`config.mk`:
```
export PLATFORM = sky130hd
export DESIGN_NAME = vector_sequencer
export DESIGN_NICKNAME = d
export VERILOG_FILES = /design/src/rtl/vector_sequencer.sv
export SDC_FILE = /design/constraint.sdc
export NUM_CORES = 1
export LEC_CHECK = 0
export CAP_MARGIN = 0
export CORE_ASPECT_RATIO = 1.2
export CORE_UTILIZATION = 50
export CTS_CLUSTER_SIZE = 8
export DETAILED_ROUTE_END_ITERATION = 6
export PLACE_DENSITY = 0.86
export SLEW_MARGIN = 20
export SYNTH_ARGS = -nofsm -noshare
export SYNTH_HDL_FRONTEND = slang
export SYNTH_SLANG_ARGS = --single-unit
```
`constraint.sdc`:
```
create_clock -name clk -period 7.85 [get_ports clk]
set_input_delay 0.785 -clock clk [delete_from_list [all_inputs] [get_ports clk]]
set_output_delay 0.785 -clock clk [all_outputs]
set_load 0.01 [all_outputs]
```
`src/rtl/vector_sequencer.sv`:
```
// vector_sequencer: display-list interpreter. Fetches byte-coded commands from
// list memory, applies pen/palette/colour commands and hands line and cubic
// primitives to the rasteriser over a valid/ready handshake.
module vector_sequencer #(
    parameter int unsigned ADDR_W = 12,
    parameter int unsigned X_W    = 10,
    parameter int unsigned Y_W    = 9,
    parameter int unsigned CIDX_W = 4,
    parameter int unsigned PAL_W  = 10
) (
    input  logic                clk,
    input  logic                reset,
    input  logic                start,
    input  logic                abort,
    input  logic [ADDR_W-1:0]   list_base,
    output logic                mem_rd_en,
    output logic [ADDR_W-1:0]   mem_rd_addr,
    input  logic [7:0]          mem_rd_data,
    output logic                pal_wr_en,
    output logic [CIDX_W-1:0]   pal_wr_idx,
    output logic [PAL_W-1:0]    pal_wr_data,
    output logic [CIDX_W-1:0]   color_idx,
    output logic                prim_valid,
    input  logic                prim_ready,
    output logic                prim_cubic,
    output logic [4*X_W-1:0]    prim_x,
    output logic [4*Y_W-1:0]    prim_y,
    input  logic                prim_done,
    output logic                busy,
    output logic                done,
    output logic                frame_show,
    output logic                error,
    output logic [1:0]          error_code
);

    localparam logic [7:0] OP_NOP      = 8'h00;
    localparam logic [7:0] OP_PAL      = 8'h10;
    localparam logic [7:0] OP_MOVE     = 8'h11;
    localparam logic [7:0] OP_LINE_REL = 8'h12;
    localparam logic [7:0] OP_LINE     = 8'h13;
    localparam logic [7:0] OP_CUBIC    = 8'h15;
    localparam logic [7:0] OP_SET_IDX  = 8'h18;
    localparam logic [7:0] OP_SHOW     = 8'h19;

    typedef enum logic [2:0] {
        S_IDLE,
        S_OP,
        S_DECODE,
        S_ARG,
        S_EXEC,
        S_ISSUE,
        S_WAIT_PRIM,
        S_HALT
    } state_e;

    state_e              state_q, state_d;
    logic [ADDR_W-1:0]   pc_q, pc_d;
    logic                wrap_q, wrap_d;
    logic [7:0]          op_q, op_d;
    logic [3:0]          cnt_q, cnt_d;
    logic [87:0]         arg_q, arg_d;
    logic                arg_pend_q, arg_pend_d;
    logic [X_W-1:0]      pen_x_q, pen_x_d;
    logic [Y_W-1:0]      pen_y_q, pen_y_d;
    logic [CIDX_W-1:0]   color_idx_q, color_idx_d;
    logic                pal_wr_en_q, pal_wr_en_d;
    logic [CIDX_W-1:0]   pal_wr_idx_q, pal_wr_idx_d;
    logic [PAL_W-1:0]    pal_wr_data_q, pal_wr_data_d;
    logic                prim_valid_q, prim_valid_d;
    logic                prim_cubic_q, prim_cubic_d;
    logic [4*X_W-1:0]    prim_x_q, prim_x_d;
    logic [4*Y_W-1:0]    prim_y_q, prim_y_d;
    logic                busy_q, busy_d;
    logic                done_q, done_d;
    logic                frame_show_q, frame_show_d;
    logic                error_q, error_d;
    logic [1:0]          error_code_q, error_code_d;
    logic                mem_rd_en_q, mem_rd_en_d;
    logic [ADDR_W-1:0]   mem_rd_addr_q, mem_rd_addr_d;

    // Combinational helpers
    logic [95:0]         ops;
    logic                issue_rd;
    logic                start_ok;
    logic [3:0]          n_ops;
    logic                bad_op;
    logic signed [7:0]   dx_s;
    logic signed [7:0]   dy_s;
    logic [X_W-1:0]      c1x, c2x, c3x, rel_x;
    logic [Y_W-1:0]      c1y, c2y, c3y, rel_y;

    // Next-state and registered-output computation for the whole interpreter
    always_comb begin
        state_d       = state_q;
        pc_d          = pc_q;
        wrap_d        = wrap_q;
        op_d          = op_q;
        cnt_d         = cnt_q;
        pen_x_d       = pen_x_q;
        pen_y_d       = pen_y_q;
        color_idx_d   = color_idx_q;
        pal_wr_en_d   = 1'b0;
        pal_wr_idx_d  = pal_wr_idx_q;
        pal_wr_data_d = pal_wr_data_q;
        prim_valid_d  = prim_valid_q;
        prim_cubic_d  = prim_cubic_q;
        prim_x_d      = prim_x_q;
        prim_y_d      = prim_y_q;
        busy_d        = busy_q;
        done_d        = done_q;
        frame_show_d  = 1'b0;
        error_d       = error_q;
        error_code_d  = error_code_q;
        mem_rd_en_d   = 1'b0;
        mem_rd_addr_d = mem_rd_addr_q;
        arg_pend_d    = 1'b0;
        issue_rd      = 1'b0;
        start_ok      = 1'b0;

        // The last operand byte lands in the EXEC cycle itself, so commands
        // see the operand register with that byte already shifted in.
        ops   = {arg_q, mem_rd_data};
        arg_d = arg_pend_q ? ops[87:0] : arg_q;

        dx_s  = ops[15:8];
        dy_s  = ops[7:0];
        rel_x = pen_x_q + X_W'(dx_s);
        rel_y = pen_y_q + Y_W'(dy_s);
        c1x   = X_W'(ops[95:80]);
        c1y   = Y_W'(ops[79:64]);
        c2x   = X_W'(ops[63:48]);
        c2y   = Y_W'(ops[47:32]);
        c3x   = X_W'(ops[31:16]);
        c3y   = Y_W'(ops[15:0]);

        bad_op = 1'b0;
        case (mem_rd_data)
            OP_NOP:      n_ops = 4'd0;
            OP_PAL:      n_ops = 4'd3;
            OP_MOVE:     n_ops = 4'd4;
            OP_LINE_REL: n_ops = 4'd2;
            OP_LINE:     n_ops = 4'd4;
            OP_CUBIC:    n_ops = 4'd12;
            OP_SET_IDX:  n_ops = 4'd1;
            OP_SHOW:     n_ops = 4'd0;
            default: begin
                n_ops  = 4'd0;
                bad_op = 1'b1;
            end
        endcase

        case (state_q)
            S_IDLE: begin
                busy_d   = 1'b0;
                start_ok = start;
            end
            S_OP: begin
                state_d = S_DECODE;
            end
            S_DECODE: begin
                op_d = mem_rd_data;
                if (bad_op) begin
                    error_d      = 1'b1;
                    error_code_d = 2'b01;
                    state_d      = S_HALT;
                end else if (n_ops == 4'd0) begin
                    state_d = S_EXEC;
                    if (mem_rd_data == OP_SHOW) begin
                        frame_show_d = 1'b1;
                        done_d       = 1'b1;
                    end
                end else begin
                    cnt_d    = n_ops - 4'd1;
                    state_d  = S_ARG;
                    issue_rd = 1'b1;
                end
            end
            S_ARG: begin
                arg_pend_d = 1'b1;
                if (cnt_q != 4'd0) begin
                    cnt_d    = cnt_q - 4'd1;
                    issue_rd = 1'b1;
                end else begin
                    state_d = S_EXEC;
                end
            end
            S_EXEC: begin
                case (op_q)
                    OP_NOP: begin
                        state_d  = S_OP;
                        issue_rd = 1'b1;
                    end
                    OP_PAL: begin
                        pal_wr_en_d   = 1'b1;
                        pal_wr_idx_d  = CIDX_W'(ops[23:16]);
                        pal_wr_data_d = PAL_W'(ops[15:0]);
                        state_d       = S_OP;
                        issue_rd      = 1'b1;
                    end
                    OP_MOVE: begin
                        pen_x_d  = c3x;
                        pen_y_d  = c3y;
                        state_d  = S_OP;
                        issue_rd = 1'b1;
                    end
                    OP_SET_IDX: begin
                        color_idx_d = CIDX_W'(ops[7:0]);
                        state_d     = S_OP;
                        issue_rd    = 1'b1;
                    end
                    OP_LINE, OP_LINE_REL: begin
                        prim_valid_d = 1'b1;
                        prim_cubic_d = 1'b0;
                        if (op_q == OP_LINE) begin
                            prim_x_d = {{(2*X_W){1'b0}}, c3x, pen_x_q};
                            prim_y_d = {{(2*Y_W){1'b0}}, c3y, pen_y_q};
                        end else begin
                            prim_x_d = {{(2*X_W){1'b0}}, rel_x, pen_x_q};
                            prim_y_d = {{(2*Y_W){1'b0}}, rel_y, pen_y_q};
                        end
                        state_d = S_ISSUE;
                    end
                    OP_CUBIC: begin
                        prim_valid_d = 1'b1;
                        prim_cubic_d = 1'b1;
                        prim_x_d     = {c3x, c2x, c1x, pen_x_q};
                        prim_y_d     = {c3y, c2y, c1y, pen_y_q};
                        state_d      = S_ISSUE;
                    end
                    default: begin
                        state_d = S_HALT;
                    end
                endcase
            end
            S_ISSUE: begin
                if (prim_ready) begin
                    prim_valid_d = 1'b0;
                    state_d      = S_WAIT_PRIM;
                end
            end
            S_WAIT_PRIM: begin
                if (prim_done) begin
                    if (prim_cubic_q) begin
                        pen_x_d = prim_x_q[3*X_W +: X_W];
                        pen_y_d = prim_y_q[3*Y_W +: Y_W];
                    end else begin
                        pen_x_d = prim_x_q[X_W +: X_W];
                        pen_y_d = prim_y_q[Y_W +: Y_W];
                    end
                    state_d  = S_OP;
                    issue_rd = 1'b1;
                end
            end
            S_HALT: begin
                busy_d   = 1'b0;
                start_ok = start && !busy_q;
            end
            default: begin
                state_d = S_IDLE;
            end
        endcase

        // A read at address 0 after the pc has wrapped is refused and halts.
        if (issue_rd) begin
            if (wrap_q) begin
                error_d      = 1'b1;
                error_code_d = 2'b10;
                state_d      = S_HALT;
            end else begin
                mem_rd_en_d   = 1'b1;
                mem_rd_addr_d = pc_q;
                pc_d          = pc_q + ADDR_W'(1);
                if (pc_q == '1) begin
                    wrap_d = 1'b1;
                end
            end
        end

        if (start_ok) begin
            state_d       = S_OP;
            busy_d        = 1'b1;
            done_d        = 1'b0;
            error_d       = 1'b0;
            error_code_d  = 2'b00;
            mem_rd_en_d   = 1'b1;
            mem_rd_addr_d = list_base;
            pc_d          = list_base + ADDR_W'(1);
            wrap_d        = (list_base == '1);
        end

        // Abort wins over everything and leaves pen, colour, done and error alone.
        if (abort) begin
            state_d      = S_IDLE;
            busy_d       = 1'b0;
            mem_rd_en_d  = 1'b0;
            prim_valid_d = 1'b0;
            pal_wr_en_d  = 1'b0;
            frame_show_d = 1'b0;
            arg_pend_d   = 1'b0;
            pen_x_d      = pen_x_q;
            pen_y_d      = pen_y_q;
            color_idx_d  = color_idx_q;
            done_d       = done_q;
            error_d      = error_q;
            error_code_d = error_code_q;
        end
    end

    // State and output registers with asynchronous reset
    always_ff @(posedge clk or posedge reset) begin
        if (reset) begin
            state_q       <= S_IDLE;
            pc_q          <= '0;
            wrap_q        <= 1'b0;
            op_q          <= '0;
            cnt_q         <= '0;
            arg_q         <= '0;
            arg_pend_q    <= 1'b0;
            pen_x_q       <= '0;
            pen_y_q       <= '0;
            color_idx_q   <= '0;
            pal_wr_en_q   <= 1'b0;
            pal_wr_idx_q  <= '0;
            pal_wr_data_q <= '0;
            prim_valid_q  <= 1'b0;
            prim_cubic_q  <= 1'b0;
            prim_x_q      <= '0;
            prim_y_q      <= '0;
            busy_q        <= 1'b0;
            done_q        <= 1'b0;
            frame_show_q  <= 1'b0;
            error_q       <= 1'b0;
            error_code_q  <= '0;
            mem_rd_en_q   <= 1'b0;
            mem_rd_addr_q <= '0;
        end else begin
            state_q       <= state_d;
            pc_q          <= pc_d;
            wrap_q        <= wrap_d;
            op_q          <= op_d;
            cnt_q         <= cnt_d;
            arg_q         <= arg_d;
            arg_pend_q    <= arg_pend_d;
            pen_x_q       <= pen_x_d;
            pen_y_q       <= pen_y_d;
            color_idx_q   <= color_idx_d;
            pal_wr_en_q   <= pal_wr_en_d;
            pal_wr_idx_q  <= pal_wr_idx_d;
            pal_wr_data_q <= pal_wr_data_d;
            prim_valid_q  <= prim_valid_d;
            prim_cubic_q  <= prim_cubic_d;
            prim_x_q      <= prim_x_d;
            prim_y_q      <= prim_y_d;
            busy_q        <= busy_d;
            done_q        <= done_d;
            frame_show_q  <= frame_show_d;
            error_q       <= error_d;
            error_code_q  <= error_code_d;
            mem_rd_en_q   <= mem_rd_en_d;
            mem_rd_addr_q <= mem_rd_addr_d;
        end
    end

    assign mem_rd_en   = mem_rd_en_q;
    assign mem_rd_addr = mem_rd_addr_q;
    assign pal_wr_en   = pal_wr_en_q;
    assign pal_wr_idx  = pal_wr_idx_q;
    assign pal_wr_data = pal_wr_data_q;
    assign color_idx   = color_idx_q;
    assign prim_valid  = prim_valid_q;
    assign prim_cubic  = prim_cubic_q;
    assign prim_x      = prim_x_q;
    assign prim_y      = prim_y_q;
    assign busy        = busy_q;
    assign done        = done_q;
    assign frame_show  = frame_show_q;
    assign error       = error_q;
    assign error_code  = error_code_q;

endmodule

```
==> summary.md <==
| Metric | Value |
|---|---|
| Yosys cell types | 72 |
| Ratio of cells with drive above 1 in the final layout | 15.00% |
| Yosys top cell by area | dfrtp_1 |
| Post CTS Setup Buffer Count | 0 |
| Warnings from Yosys | 0 |
| Setup TNS | 0 ns |
| Clock Sinks | 246 |
| Total track usage | 26.66% |
| # diodes | 0 |
| Maximum VDD drop | 175.6 µV |
| Leakage Power | 6.296 nW |
| CTS Buf Count | 36 |
| P_int | 2.695 mW |
| Gpl congestion | 0.8788 |
| Chip Height | 168.6 µm |
| RSZ-0062 raised after global routing | no |
| Syn Area/Cell | 11.01 µm² |
| Seq cells post-synth | 246 |
| Syn_nets | 1097 |
| Crit. End Element | flip-flop |
| Layout Nets | 1218 |
| First-pass GRT wire length | 49270 µm |
| Number of global-route vias before repair | 8865 |
| Rows | 60 |
| Clock Power Share | 34.7% |
| Setup-failing EPs final | 0 |
| Post-synth ARST share | 100.0% |
| Post-synthesis compound-gate area fraction | 15.65% |
| Simple-gate share of the synthesized area | 10.95% |
| Pwr/cell area | 276.3 nW/µm² |
| Top post-synthesis cells by area | dfrtp_1 (53%), mux2_2 (10%), nand2_1 (4.7%), o21ai_0 (3.2%), a22o_1 (3.0%) |
| Synth Area in Adders | 2.403% |
| Vias | 8819 |
| Via density | 6.074 |
| Ports | 142 |
| Synth-to-Final Area Change | 21.82% |
| DP Wirelength | 19510 µm |
| CTS tree | yes |
| Die Width | 140.8 µm |
| Initial antenna violation count | 0 |
| Skew-Pair Late Insertion Delay | 0.51 ns |
| Total gr overflow | 0 |
| WL/cell | 21.12 µm |
| Residual DRC | 0 |
| Final min period | 3.605 ns |
| CP Launch Type | input port |
| Crit path kind | input port to flip-flop |
| Run status | completed |
| Filler Cell Count | 1709 |
| Post-synth EDFFs | 0 |
| Register clock-pin slew on the reported worst setup and hold paths | 0.05 ns |
| Logic pwr share | 21.7% |
| Part of the Yosys area used for sequential elements | 53.26% |
| 1st-pass router iterations | 5 |
| Mux cell area share after synthesis | 12.29% |
| Clk buf depth | 3 |
| Worst Tran Pin Value | 1.125 ns |
| Iteration-0 DRC Markers | 640 |
| CTS Root Buffer Type | clkbuf_16 |
| XOR/XNOR share of the synthesized area | 2.425% |
| Final setup skew | 0.01397 ns |
| CTS resizes | 0 |
| Total power | 3.891 mW |
| Switching power | 1.195 mW |
| Sw frac | 30.72% |
| DIE AREA | 23730 µm² |
| Largest net degree at the start of global routing | 111 |
| Htree depth | 2 |
| Maximum clock frequency | 277.4 MHz |
| Synthesized area | 11560 µm² |
| Worst hold path class | flip-flop to flip-flop |
| Crit-path max FO | 25 |
| Flop pwr share | 43.5% |
| Max cap viols | 0 |
| Core Area | 22520 µm² |
| Antenna-violating nets left | 0 |
| Combinational family with the most area after synthesis | compound AO/OA/AOI/OAI gates |
| Final Slew Violations | 0 |
| Port Buffers | 141 |
| Hold buffer count at CTS | 0 |
| Final hold vios | 0 |
| Synth top area share | 53.26% |
| Relative slew slack | 24.98% |
| WP data arrival | 3.99 ns |
| WL final | 30660 µm |
| Synth Instances | 1050 |
| Initial Utilization | 51.32% |
| CP required | 8.24 ns |
| Ys flop type | dfrtp_1 |
| Tcrit/Tclk final | 45.92% |
## state kept, by name, summed over array words and instances (netlist names), 2 cells and up
register	flops
pen_y_q	9
prim_y	36
state_q	3
arg_q	82
error_code	2
color_idx	4
pc_q	12
pal_wr_idx	4
pen_x_q	10
cnt_q	4
op_q	8
pal_wr_data	10
prim_x	40
mem_rd_addr	12
## power groups by stage
stage	Combinational (mW)	Sequential, mW	Clock (mW)
finish	0.846	1.69	1.35
global route	0.923	1.72	1.42
CTS	0.843	1.69	1.36
detailed placement	0.828	1.70	0
global placement	0.796	1.69	0
floorplan	0.550	1.64	0
## cells by family after synthesis
group                    after synthesis
XOR/XNOR                              32
buffers and inverters                 86
flip-flops                           246
multiplexers                         129
adder cells (fa/ha/maj)               21
AND/OR/NAND/NOR                      284
AO/OA/AOI/OAI                        252
## Yosys cell counts (4+ instances only)
cell	n
a21o_1	8
mux2i_1	26
o21ai_0	75
mux2_2	103
nand3_1	15
o21a_1	5
a221o_1	10
nor2_1	63
a21oi_1	46
nand2_1	146
a211oi_1	9
o22ai_1	4
xnor2_1	18
dfrtp_1	246
o32a_1	7
nor2b_1	11
clkbuf_1	57
a31oi_1	5
xor2_1	14
nand2b_1	5
o21ai_1	5
ha_1	19
buf_1	5
inv_1	20
or2_2	4
and3_1	5
nor3_1	10
a22o_1	39
## per-stage QoR
step	setup WS, ns	cell area [µm²]	cells	utilization (%)	hold slack [ns]
detailed placement	3.786	13130	1412	58.32	0.4642
floorplan	0.3068	11560	1050	-	0.4647
CTS	4.300	14080	1452	62.51	0.4760
global route	3.996	14080	1452	62.52	0.4918
global placement	3.862	13130	1412	58.32	0.4605
finish	4.245	14080	1452	62.52	0.4695
## worst max-delay path: stages
cell and delay [ns]:
clkdlybuf4s50_1 0.66, or4b_4 0.67, or3_4 0.40, a21o_4 0.31
a21oi_4 0.54, or2_2 0.26, mux2_2 0.35
## area by class of cell
| class | count | area, µm² | area share (%) |
|---|---|---|---|
| repair buffers | 149 | 1475 | 10.48 |
| clock inverters | 2 | 25.02 | 0.1777 |
| well taps | 279 | 349.1 | 2.479 |
| flip-flops and latches | 246 | 6157 | 43.73 |
| clock buffers | 38 | 918.4 | 6.522 |
| multi-input cells | 718 | 5074 | 36.03 |
| inverters | 20 | 82.58 | 0.5865 |
## layer usage
metal | wire length, µm | GRT usage (%) | up-vias
li1 | - | - | 3969
met1 | 12180 | 32.74 | 4412
met2 | 14840 | 44.45 | 349
met3 | 2008 | 5.205 | 89
met4 | 1641 | 14.41 | 0
met5 | 0 | 0 | -
## final timing paths
check                                           start                    endpoint  slack (ns)  depth (start not counted)
worst max register to register   state_q[1]$_DFF_PP0_         pc_q[8]$_DFFE_PP0P_        4.37                         10
worst min register to register  prim_x[0]$_DFFE_PP0P_       prim_x[0]$_DFFE_PP0P_        0.47                          2
min in group asynchronous                       reset  mem_rd_addr[1]$_DFFE_PP0P_        0.83                          2
max in group asynchronous                       reset       arg_q[25]$_DFFE_PP0P_        5.77                          3
worst min-delay path            prim_x[0]$_DFFE_PP0P_       prim_x[0]$_DFFE_PP0P_        0.47                          2
worst max-delay path                   mem_rd_data[7]  mem_rd_addr[0]$_DFFE_PP0P_        4.24                          7
## cells in the final DEF, fill, tap and decap left out, types with 8 or more instances in the layout
cell type	synthesis	routed
dfrtp_1	246	245
nand2_1	146	146
clkdlybuf4s50_1	0	141
mux2_2	103	103
o21ai_0	75	74
nor2_1	63	62
a21oi_1	46	46
a22o_1	39	39
clkbuf_16	0	36
mux2i_1	26	26
inv_1	20	19
ha_1	19	19
xnor2_1	18	18
nand3_1	15	15
xor2_1	14	14
nor2b_1	11	11
nor3_1	10	10
a221o_1	10	10
a211oi_1	9	9
a21o_1	8	8
(Power assumes the default switching activity.)
